## src/rtl/uart_frame_pkg.sv

```systemverilog
`default_nettype none
// ============================================================================
// Module   : uart_frame_pkg
// Brief    : Shared constants, FSM state types and checksum helper for the
//            player-state UART frame scheduler.
// Revision : 1.0
// ============================================================================
package uart_frame_pkg;

    localparam logic [7:0] SYNC_BYTE = 8'hA5;
    localparam int         FRAME_LEN = 5;

    typedef enum logic [1:0] {
        IDLE = 2'd0,
        LOAD = 2'd1,
        SEND = 2'd2
    } tx_state_t;

    typedef enum logic [2:0] {
        HUNT = 3'd0,
        B1   = 3'd1,
        B2   = 3'd2,
        B3   = 3'd3,
        CHK  = 3'd4
    } rx_state_t;

    function automatic logic [7:0] frame_chk(
        input logic [7:0] b1,
        input logic [7:0] b2,
        input logic [7:0] b3
    );
        return b1 ^ b2 ^ b3;
    endfunction

endpackage
`default_nettype wire

```

## src/rtl/uart_frame_rx.sv

```systemverilog
`default_nettype none
// ============================================================================
// Module   : uart_frame_rx
// Brief    : Frame parser for the player-state link: sync hunt, checksum,
//            byte timeout, link-alive timer and atomic remote-state update.
// Revision : 1.0
// ============================================================================
module uart_frame_rx
    import uart_frame_pkg::*;
#(
    parameter int BYTE_TIMEOUT = 200000,
    parameter int LINK_TIMEOUT = 10000000
) (
    input  logic        clk,
    input  logic        rst,
    input  logic [7:0]  rx_data,
    input  logic        rx_empty,
    output logic        rx_rd,
    output logic [11:0] remote_x,
    output logic [11:0] remote_y,
    output logic [1:0]  remote_level,
    output logic        remote_valid,
    output logic        frame_err
);

    localparam int BT_W = $clog2(BYTE_TIMEOUT + 1);
    localparam int LT_W = $clog2(LINK_TIMEOUT + 1);
    localparam logic [BT_W-1:0] c_byte_last = BT_W'(BYTE_TIMEOUT - 1);
    localparam logic [LT_W-1:0] c_link_last = LT_W'(LINK_TIMEOUT - 1);

    rx_state_t       r_state;
    rx_state_t       w_state_nxt;
    logic            r_en;
    logic [BT_W-1:0] r_byte_cnt;
    logic [LT_W-1:0] r_link_cnt;
    logic [7:0]      r_b1;
    logic [7:0]      r_b2;
    logic [7:0]      r_b3;
    logic            w_pop;
    logic            w_in_frame;
    logic            w_byte_to;
    logic            w_good;
    logic            w_bad;
    logic            w_chk_ok;

    // r_en keeps the FIFO untouched while reset is (or was just) asserted
    assign w_pop      = r_en & ~rx_empty;
    assign w_in_frame = (r_state != HUNT);
    assign w_byte_to  = w_in_frame & ~w_pop & (r_byte_cnt == c_byte_last);
    assign w_chk_ok   = (rx_data == frame_chk(r_b1, r_b2, r_b3));

    always_ff @(posedge clk or posedge rst) begin
        if (rst) begin
            r_state <= HUNT;
        end else begin
            r_state <= w_state_nxt;
        end
    end

    always_comb begin
        w_state_nxt = r_state;
        case (r_state)
            HUNT: if (w_pop && (rx_data == SYNC_BYTE)) w_state_nxt = B1;
            B1:   if (w_pop) w_state_nxt = B2; else if (w_byte_to) w_state_nxt = HUNT;
            B2:   if (w_pop) w_state_nxt = B3; else if (w_byte_to) w_state_nxt = HUNT;
            B3:   if (w_pop) w_state_nxt = CHK; else if (w_byte_to) w_state_nxt = HUNT;
            CHK:  if (w_pop || w_byte_to) w_state_nxt = HUNT;
            default: w_state_nxt = HUNT;
        endcase
    end

    always_comb begin
        rx_rd  = w_pop;
        w_good = 1'b0;
        w_bad  = w_byte_to;
        if ((r_state == CHK) && w_pop) begin
            w_good = w_chk_ok;
            w_bad  = ~w_chk_ok;
        end
    end

    always_ff @(posedge clk or posedge rst) begin
        if (rst) begin
            r_en         <= 1'b0;
            r_byte_cnt   <= '0;
            r_link_cnt   <= '0;
            r_b1         <= '0;
            r_b2         <= '0;
            r_b3         <= '0;
            remote_x     <= '0;
            remote_y     <= '0;
            remote_level <= '0;
            remote_valid <= 1'b0;
            frame_err    <= 1'b0;
        end else begin
            r_en      <= 1'b1;
            frame_err <= w_bad;

            if (!w_in_frame || w_pop) begin
                r_byte_cnt <= '0;
            end else if (r_byte_cnt != c_byte_last) begin
                r_byte_cnt <= r_byte_cnt + 1'b1;
            end

            if (w_pop) begin
                case (r_state)
                    B1:      r_b1 <= rx_data;
                    B2:      r_b2 <= rx_data;
                    B3:      r_b3 <= rx_data;
                    default: ;
                endcase
            end

            // All three remote fields change on the same edge
            if (w_good) begin
                remote_x     <= {1'b0, r_b2[2:0], r_b1};
                remote_y     <= {1'b0, r_b3[5:0], r_b2[7:3]};
                remote_level <= r_b3[7:6];
                remote_valid <= 1'b1;
                r_link_cnt   <= '0;
            end else if (remote_valid) begin
                if (r_link_cnt == c_link_last) begin
                    remote_valid <= 1'b0;
                end else begin
                    r_link_cnt <= r_link_cnt + 1'b1;
                end
            end
        end
    end

endmodule
`default_nettype wire

```

## src/rtl/uart_frame_sched.sv

```systemverilog
`default_nettype none
// ============================================================================
// Module   : uart_frame_sched
// Brief    : Periodic TX of the local player-state frame and RX of the remote
//            one over a single UART FIFO pair. UART_FRAME_STATS_EN enables the
//            err_cnt/drop_cnt counters (tied to 0 otherwise).
// Revision : 1.0
// ============================================================================
module uart_frame_sched
    import uart_frame_pkg::*;
#(
    parameter int FRAME_PERIOD = 1666667,
    parameter int BYTE_TIMEOUT = 200000,
    parameter int LINK_TIMEOUT = 10000000
) (
    input  logic        clk,
    input  logic        rst,
    input  logic [11:0] x_pos,
    input  logic [11:0] y_pos,
    input  logic [1:0]  level,
    output logic [7:0]  tx_data,
    output logic        tx_wr,
    input  logic        tx_full,
    input  logic [7:0]  rx_data,
    input  logic        rx_empty,
    output logic        rx_rd,
    output logic [11:0] remote_x,
    output logic [11:0] remote_y,
    output logic [1:0]  remote_level,
    output logic        remote_valid,
    output logic        frame_err,
    output logic [7:0]  err_cnt,
    output logic [7:0]  drop_cnt
);

    localparam int TK_W = $clog2(FRAME_PERIOD + 1);
    localparam logic [TK_W-1:0] c_tick_last = TK_W'(FRAME_PERIOD - 1);
    localparam logic [2:0]      c_idx_last  = 3'(FRAME_LEN - 1);

    logic [TK_W-1:0] r_tick_cnt;
    logic            w_tick;
    tx_state_t       r_tx_state;
    tx_state_t       w_tx_state_nxt;
    logic [2:0]      r_idx;
    logic [7:0]      r_tb1;
    logic [7:0]      r_tb2;
    logic [7:0]      r_tb3;
    logic [7:0]      r_tb4;
    logic [7:0]      w_b1;
    logic [7:0]      w_b2;
    logic [7:0]      w_b3;
    logic            w_drop;
    logic            w_unused_msb;

    assign w_unused_msb = x_pos[11] ^ y_pos[11];

    assign w_tick = (r_tick_cnt == c_tick_last);

    always_ff @(posedge clk or posedge rst) begin
        if (rst) begin
            r_tick_cnt <= '0;
        end else if (w_tick) begin
            r_tick_cnt <= '0;
        end else begin
            r_tick_cnt <= r_tick_cnt + 1'b1;
        end
    end

    assign w_b1 = x_pos[7:0];
    assign w_b2 = {y_pos[4:0], x_pos[10:8]};
    assign w_b3 = {level, y_pos[10:5]};

    always_ff @(posedge clk or posedge rst) begin
        if (rst) begin
            r_tx_state <= IDLE;
        end else begin
            r_tx_state <= w_tx_state_nxt;
        end
    end

    always_comb begin
        w_tx_state_nxt = r_tx_state;
        case (r_tx_state)
            IDLE:    if (w_tick) w_tx_state_nxt = LOAD;
            LOAD:    w_tx_state_nxt = SEND;
            SEND:    if (!tx_full && (r_idx == c_idx_last)) w_tx_state_nxt = IDLE;
            default: w_tx_state_nxt = IDLE;
        endcase
    end

    always_comb begin
        tx_wr   = 1'b0;
        tx_data = 8'h00;
        w_drop  = w_tick && (r_tx_state != IDLE);
        if (r_tx_state == SEND) begin
            tx_wr = ~tx_full;
            case (r_idx)
                3'd0:    tx_data = SYNC_BYTE;
                3'd1:    tx_data = r_tb1;
                3'd2:    tx_data = r_tb2;
                3'd3:    tx_data = r_tb3;
                default: tx_data = r_tb4;
            endcase
        end
    end

    // Snapshot in LOAD so input changes cannot tear a frame in flight
    always_ff @(posedge clk or posedge rst) begin
        if (rst) begin
            r_idx <= '0;
            r_tb1 <= '0;
            r_tb2 <= '0;
            r_tb3 <= '0;
            r_tb4 <= '0;
        end else if (r_tx_state == LOAD) begin
            r_idx <= '0;
            r_tb1 <= w_b1;
            r_tb2 <= w_b2;
            r_tb3 <= w_b3;
            r_tb4 <= frame_chk(w_b1, w_b2, w_b3);
        end else if (tx_wr) begin
            r_idx <= r_idx + 1'b1;
        end
    end

    uart_frame_rx #(
        .BYTE_TIMEOUT (BYTE_TIMEOUT),
        .LINK_TIMEOUT (LINK_TIMEOUT)
    ) u_rx (
        .clk          (clk),
        .rst          (rst),
        .rx_data      (rx_data),
        .rx_empty     (rx_empty),
        .rx_rd        (rx_rd),
        .remote_x     (remote_x),
        .remote_y     (remote_y),
        .remote_level (remote_level),
        .remote_valid (remote_valid),
        .frame_err    (frame_err)
    );

`ifdef UART_FRAME_STATS_EN
    logic [7:0] r_err_cnt;
    logic [7:0] r_drop_cnt;

    always_ff @(posedge clk or posedge rst) begin
        if (rst) begin
            r_err_cnt  <= '0;
            r_drop_cnt <= '0;
        end else begin
            if (frame_err && (r_err_cnt != 8'hFF)) begin
                r_err_cnt <= r_err_cnt + 1'b1;
            end
            if (w_drop && (r_drop_cnt != 8'hFF)) begin
                r_drop_cnt <= r_drop_cnt + 1'b1;
            end
        end
    end

    assign err_cnt  = r_err_cnt;
    assign drop_cnt = r_drop_cnt;
`else
    logic w_unused_stats;
    assign w_unused_stats = w_drop;
    assign err_cnt        = 8'h00;
    assign drop_cnt       = 8'h00;
`endif

endmodule
`default_nettype wire
```

## config.mk

```make
export PLATFORM = sky130hd
export DESIGN_NAME = uart_frame_sched
export DESIGN_NICKNAME = d
export VERILOG_FILES = /design/src/rtl/uart_frame_pkg.sv /design/src/rtl/uart_frame_rx.sv /design/src/rtl/uart_frame_sched.sv
export SDC_FILE = /design/constraint.sdc
export NUM_CORES = 1
export LEC_CHECK = 0
export ABC_AREA = 0
export CAP_MARGIN = 40
export CELL_PAD_IN_SITES_DETAIL_PLACEMENT = 0
export CELL_PAD_IN_SITES_GLOBAL_PLACEMENT = 1
export CORE_MARGIN = 2
export CORE_UTILIZATION = 35
export CTS_CLUSTER_DIAMETER = 40
export DETAILED_ROUTE_END_ITERATION = 6
export PLACE_DENSITY = 0.72
export SLEW_MARGIN = 5
export SYNTH_ARGS = -nofsm -noshare
export SYNTH_HDL_FRONTEND = slang
export SYNTH_HIERARCHICAL = 1
export SYNTH_SLANG_ARGS = --single-unit
```

## constraint.sdc

```tcl
create_clock -name clk -period 3.26 [get_ports clk]
set_clock_uncertainty 0.15 [all_clocks]
set_input_delay 0.652 -clock clk [delete_from_list [all_inputs] [get_ports clk]]
set_output_delay 0.652 -clock clk [all_outputs]
set_load 0.1 [all_outputs]
```

# After elaboration in Yosys (flattened, before gate mapping)
# Cells that the tools add are included.
[totals]
out_inout_bits = 54
input_bits = 38
register_bits = 154
[classes]
n_reduce_logical = 20
n_addsub = 4
bitwise = 11
muxes = 26
n_eq_ne = 21
[ops]
columns = ["cell", "n"]
rows = [
  ["24-bit two-way mux", 3],
  ["18-bit two-way mux", 2],
  ["8-bit case mux with 4 select lines", 1],
  ["8-bit XOR", 4],
  ["24-bit by 1-bit adder with 24-bit output (second input constant)", 1],
  ["24-bit == test (second input constant)", 1],
  ["3-bit two-way mux", 8],
  ["21-bit by 1-bit adder with 21-bit output (second input constant)", 1],
  ["21-bit == test (second input constant)", 1],
  ["21-bit two-way mux", 1],
  ["18-bit by 1-bit adder with 18-bit output (second input constant)", 1],
  ["18-bit == test (second input constant)", 1],
  ["18-bit inequality test (second input constant)", 1],
  ["3-bit case mux with 5 select lines", 1],
  ["3-bit by 2-bit == test with 1-bit output (second input constant)", 4],
  ["2-bit AND reduction", 6],
  ["8-bit == test", 1],
  ["8-bit == test (second input constant)", 1],
  ["8-bit two-way mux", 1],
  ["3-bit by 1-bit == test with 1-bit output (second input constant)", 2],
  ["3-bit == test (second input constant)", 2],
  ["3-bit logical NOT", 2],
  ["1-bit two-way mux", 6],
  ["2-bit by 1-bit inequality test with 1-bit output (second input constant)", 3],
  ["14 further kinds", 27],
]

# Logic depth before layout (Yosys ltp)
[depth]
depth_word = 8
mapped_depth = 8
mapped_depth_nobuf = 6

# Modules after synthesis
# Netlist, hierarchy kept.
[modules_own_cells]
columns = ["mod", "cells_per_inst", "area_per_inst_um2", "n_inst", "seq_area_each_um2"]
rows = [
  ["uart_frame_rx", 396, 4573.1, 1, 2402.3],
  ["uart_frame_sched", 278, 2997.9, 1, 1451.4],
]

# Worst setup path before layout
# OpenSTA, ideal clock, no wires.
[synth_path]
path_type = "reg2out"
startpoint = "register r_idx[0]"
endpoint = "output port tx_data[1]"
t_arrival_ps = 3019
required_time_ps = 2458
path_stages_with_launch = 7
path_buffers = 0
path_slack_ps = -561
cell_sequence = "dfrtp_1 > inv_1 > ha_1 > or3_1 > a21oi_1 > nand2_1 > a21oi_1"
[synth_via]
elab_chain_cells = 3
[synth_lines]
columns = ["element", "line_no", "source"]
rows = [
  ["start, declared", "uart_frame_sched.sv:44", "logic [2:0] r_idx;"],
  ["start signal, assigned", "uart_frame_sched.sv:122", "r_idx <= r_idx + 1'b1;"],
  ["3-bit by 2-bit == test with 1-bit output (tied with other cells)", "uart_frame_sched.sv:97", "case (r_idx)"],
  ["8-bit case mux with 4 select lines *", "uart_frame_sched.sv:97", ""],
  ["8-bit two-way mux *", "uart_frame_sched.sv:95", "if (r_tx_state == SEND) begin"],
  ["end, declared", "uart_frame_sched.sv:21", "output logic [7:0] tx_data,"],
]
# Every way passes the cells marked *; elsewhere a longest branch is shown, timed or not.

# Worst setup path after layout
# Ends and elaborated chain as after synthesis.

==> metrics.txt <==
status=finished, final reports clean; Placement Setup Slack=311 ps; r2r startpoint=u_rx/r_link_cnt[0]$_DFFE_PP0P_; Hold Slack=305 ps; reg2reg end=u_rx/r_link_cnt[1]$_DFFE_PP0P_; max capacitance violation total=0; final setup vio count=0; initial antenna violation count=1; Post-synth EDFFs=0; Critical Path End=tx_data[1]; CTS tree=built; CTS Buf Count=17; Worst Setup SP=r_idx[0]$_DFFE_PP0P_; global route overflow=0; worst reg2reg path depth=6; gpl congestion=0.762; DIE AREA=0.0228 mm^2; Crit. End Element=output port; top_reg_cell synth=dfrtp_1; Hold Fails Final Rpt=0; Util after Layout=43.7%; GRT Overall Usage=14.8%; Worst Path Max Fanout=8; setup slack, reg-to-reg=710 ps; LEAKAGE=3.97 nW; chip height=151 um; layout cell share with drive strength beyond 1=21.3%; CP peak stage delay=420 ps; pins over their slew limit=0; total core area=0.0212 mm^2; P per Cell Area=594 mW/mm^2; highest clock rate=318 MHz; Final ANT Viol Nets=0; Max-slew headroom=49.5%; Reg clk slew, reported paths=70 ps; synth warn=6; worst min path class=flop to flop; Pre-Repair DR Iteration Count=5; first-pass GRT wire length=26.5 mm; CTS Buffer Depth=2; H-tree lvl count=4; register area share after synthesis=50.9%; Async S/R FF share, synth=100%; vias=5159; vias in the first global route=5190; Post-Route WL=15.5 mm; required time of the critical path=2460 ps; Bufs and invs on worst path=3; peak supply drop=0.462 mV; post-DR wirelength/cell=14.9 um; Root Driver=clkbuf_16; hold_buf cts=0; Port Buf Inserts=71; # DRC=0; CP max-delay cell=dfrtp_2; syn_area_per_cell=11.2 um^2; delay-heaviest family, CP=buffers and inverters; fin area=0.00925 mm^2; WP data arrival=2340 ps; effective utilization at floorplan=35.8%; critical path class=flop to output port; die width=151 um; row count=53; Mapped Area=0.00757 mm^2; Slew @ Worst Pin=751 ps; HPWL after detailed placement=10.7 mm; crit-path cells=inv_1, ha_4, or3_1, a21oi_1, buf_4, nand2_1, a21oi_2, buf_12; largest net degree at the start of global routing=69; min Tclk post-route=3140 ps; Placed Area=0.00862 mm^2; Startpoint Class=flop; Power Total=5.49 mW; Top Ports=92; Stages on worst setup path=8; FF+latch count, synth=154; Syn Inst Count=674; count of nets after finishing=798; distinct cell type count after synthesis=55; area grow syn2layout=22.2%; latest clock arrival within the worst-skew pair=430 ps; TritonCTS Sinks=154; Vias per Instance=4.96; initial detailed-routing violation count=264; post-route clock period utilization=96.4%; fin worst setup slack=119 ps
[cell usage after synthesis, types with 13 or more instances]
master | instances | area share (%)
buf_4 | 18 | 1.8
mux2_2 | 48 | 7.1
mux2_1 | 24 | 3.6
dfrtp_1 | 154 | 51
xor2_1 | 31 | 3.6
nor3_1 | 15 | 0.99
o21ai_0 | 16 | 1.1
nand4_1 | 20 | 1.7
a21oi_1 | 14 | 0.93
clkbuf_1 | 16 | 0.79
nand3_1 | 23 | 1.5
nor2_1 | 56 | 2.8
xnor2_1 | 51 | 5.9
nand2_1 | 38 | 1.9
inv_1 | 13 | 0.64
[cell type report]
type,instances,area (um^2)
diodes,1,2.50
clock buffers,17,425
clock inverters,15,153
fillers,2027,11900
inverters,13,52.6
multi-input cells,480,3530
flip-flops and latches,154,3850
well taps,275,344
repair buffers,85,888
[worst min-delay path by stage]
| stage | cells after the start | endpoint | slack, ps | startpoint |
|---|---|---|---|---|
| after floorplan | 1 | r_tx_state[0]$_DFFE_PP0P_ | 270 | r_tx_state[1]$_DFFE_PP0P_ |
| after global placement | 1 | r_tx_state[0]$_DFFE_PP0P_ | 280 | r_tx_state[1]$_DFFE_PP0P_ |
| after detailed placement | 1 | r_tx_state[0]$_DFFE_PP0P_ | 290 | r_tx_state[1]$_DFFE_PP0P_ |
| after CTS | 1 | r_tx_state[0]$_DFFE_PP0P_ | 300 | r_tx_state[1]$_DFFE_PP0P_ |
| after global routing | 1 | r_tx_state[0]$_DFFE_PP0P_ | 330 | r_tx_state[1]$_DFFE_PP0P_ |
| final | 1 | r_tx_state[0]$_DFFE_PP0P_ | 310 | r_tx_state[1]$_DFFE_PP0P_ |
[where the power goes]
group	internal [mW]	switching, mW
clock	1.08	0.878
sequential	2.02	0.110
combinational	0.563	0.839
total	3.67	1.83
[flip-flops by register name (all words and copies together), names as in the netlist, 11 cells and up]
name,count
u_rx/remote_y,11
u_rx/r_byte_cnt,18
r_tick_cnt,21
u_rx/r_link_cnt,24
u_rx/remote_x,11
[cells in the final DEF (no fill, tap or decap), types with 13 or more instances in the layout]
| cell | synthesis | final |
|---|---|---|
| o21ai_0 | 16 | 16 |
| xnor2_1 | 51 | 51 |
| buf_12 | 1 | 13 |
| dfrtp_1 | 154 | 153 |
| mux2_2 | 48 | 48 |
| conb_1 | 3 | 19 |
| nand2_1 | 38 | 38 |
| mux2_1 | 24 | 24 |
| buf_4 | 18 | 37 |
| xor2_1 | 31 | 31 |
| clkbuf_16 | 0 | 17 |
| nor3_1 | 15 | 14 |
| clkdlybuf4s50_1 | 0 | 35 |
| nor2_1 | 56 | 52 |
| nand4_1 | 20 | 20 |
| nand3_1 | 23 | 23 |
[metal layers]
layer | vias to the layer above | track usage, % | wire length, um
li1 | 2522 | - | -
met1 | 2536 | 20.5 | 7600
met2 | 84 | 22.5 | 7070
met3 | 17 | 3.95 | 657
met4 | 0 | 5.33 | 209
met5 | - | 0 | 0
[cells by family (layout without fill, tap and decap cells)]
logic type	count (synthesis)	count (layout)	synth area share (%)
multiplexers	76	76	11.2
buffers and inverters	56	130	4.16
flip-flops	154	154	50.9
AO/OA/AOI/OAI	76	76	7.17
XOR/XNOR	82	82	9.49
adder cells (fa/ha/maj)	9	9	1.49
other	3	20	0.149
AND/OR/NAND/NOR	218	218	15.4
[what timing repair did]
item                                    CTS  global route
resized for setup                         0             9
buffers inserted                          0             1
endpoints found under the setup margin    0             8
[metrics by stage]
step	TNS, ps	instances
finish	0	1040
global route	-30.0	1039
CTS	0	1038
detailed placement	0	1006
global placement	0	1006
floorplan	0	690
Note: power is estimated with default switching activity, not from simulation.
==> edit, RTL diff (same flow settings) <==
Add a define of `UART_FRAME_STATS_EN`.
--- a/src/rtl/uart_frame_sched.sv
+++ b/src/rtl/uart_frame_sched.sv
@@ -8,2 +8,4 @@
 // ============================================================================
+`define UART_FRAME_STATS_EN
+
 module uart_frame_sched
Formal check against the unedited RTL: not equivalent (Yosys sat finds a counterexample within 10 cycles, from zero or initial values and one cycle with rst high).
==> edit against the original RTL <==
- register-to-register slack worse by 0.13 ns
- area after synthesis is 7.8% higher
- critical path depth is 3 lower
- sequential cell count is 16 higher
- worst setup slack better by 0.053 ns
- routed wire length is 12% higher
- cell area is 8.7% higher
- synthesized cell count is 8.0% higher
- non-clock buffer count is 21 higher
- power is 1.5% higher
- combinational power is 14% lower
- critical path type unchanged
- largest power group unchanged
==> edit: results (changes against the original RTL) <==
| Metric | Value |
|---|---|
| RR Endpoint | drop_cnt[1]$_DFFE_PP0P_ (was u_rx/r_link_cnt[1]$_DFFE_PP0P_) |
| Worst reg-to-reg setup slack | 0.58 ns (was 0.71 ns) |
| Initial DRC Count | 258 (was 264) |
| Antenna cells | 0 (was 1) |
| Register-to-Register Path Depth | 4 (was 6) |
| Core Util, Final | 44.15% (was 43.74%) |
| Vias in the first global route | 5,762 (was 5,190) |
| Largest net degree at the start of global routing | 53 (was 69) |
| Share of layout cells above drive strength 1 | 20.33% (was 21.34%) |
| Status | finished clean (unchanged) |
| Fill cell count | 2,167 (was 2,027) |
| Compound-Gate Fraction of Synth Area | 6.900% (was 7.172%) |
| GPL Wtd Cong | 0.7668 (was 0.7623) |
| Hold path endpoint | r_tb4[0]$_DFFE_PP0P_ (was r_tx_state[0]$_DFFE_PP0P_) |
| R2r startpoint | r_tick_cnt[12]$_DFF_PP0_ (was u_rx/r_link_cnt[0]$_DFFE_PP0P_) |
| XOR/XNOR Fraction of Synth Area | 10.30% (was 9.486%) |
| Synth top area cells | dfrtp_1 52%, mux2_2 6.9%, xnor2_1 6.2% (was dfrtp_1 51%, mux2_2 7.1%, xnor2_1 5.9%) |
| WL/cell | 15.08 um (was 14.94 um) |
| Antenna violations before repair | 0 (was 1) |
| Most instantiated cells after synthesis | 170 x dfrtp_1, 74 x nor2_1, 58 x xnor2_1 (was 154 x dfrtp_1, 56 x nor2_1, 51 x xnor2_1) |
| Crit path DAT | 2.29 ns (was 2.34 ns) |
| Peak supply drop | 0.3365 mV (was 0.4623 mV) |
| Area post-placement | 9469 um2 (was 8623 um2) |
| Hold Slack | 0.3354 ns (was 0.3051 ns) |
| NumNets Final | 872 (was 798) |
| GR Util All Layers | 15.00% (was 14.84%) |
| Register area share after synthesis | 52.13% (was 50.90%) |
| Hold_sp | r_tb4[0]$_DFFE_PP0P_ (was r_tx_state[1]$_DFFE_PP0P_) |
| IO Port Bufs | 87 (was 71) |
| Worst-Margin Slew | 0.7317 ns (was 0.7508 ns) |
-- edit: where the power goes --
part           internal (mW)  switching, mW  total, mW
clock network           1.15          0.881       2.04
logic                  0.471          0.728       1.20
registers               2.23          0.113       2.34
total                   3.86           1.72       5.58
-- edit: worst max-delay path by stage --
stage               slack (ns)                           end                  from  cells past startpoint
floorplan                -1.03                    tx_data[0]  r_idx[0]$_DFFE_PP0P_                      5
global placement          0.30  u_rx/remote_x[0]$_DFFE_PP0N_            rx_data[0]                      7
detailed placement        0.26  u_rx/remote_x[8]$_DFFE_PP0N_            rx_data[0]                      7
CTS                       0.14                    tx_data[2]  r_idx[0]$_DFFE_PP0P_                      5
global route              0.02                    tx_data[0]  r_idx[0]$_DFFE_PP0P_                      5
finish                    0.17                    tx_data[2]  r_idx[0]$_DFFE_PP0P_                      5
-- edit: layer usage --
metal	share of wire, %	wire length, um	GRT usage, %
met5	0	0	0
met4	0.88	153	3.932
met3	5.0	873	4.791
met2	48	8301	24.33
met1	46	7996	19.40
-- edit: metrics by stage --
stage / setup TNS (ns) / std cells / worst slack (ns)
finish: 0 / 1149 / 0.1716
global route: 0 / 1149 / 0.02169
CTS: 0 / 1149 / 0.1380
detailed placement: 0 / 1117 / 0.2621
global placement: 0 / 1116 / 0.2972
floorplan: -4.011 / 729 / -1.030
-- edit: layout make-up --
cell class | count | area share [%]
Sequential cell | 170 | 42.30
Multi-Input combinational cell | 515 | 36.92
Timing Repair Buffer | 106 | 10.53
Clock buffer | 19 | 4.405
Tap cell | 313 | 3.894
Clock inverter | 13 | 1.431
Inverter | 13 | 0.5226
-- edit: critical path, cell delays in order (launching register included) --
cell,delay [ns]
dfrtp_1,0.41
ha_1,0.18
ha_1,0.38
a22oi_1,0.15
a311oi_1,0.49
buf_12,0.24
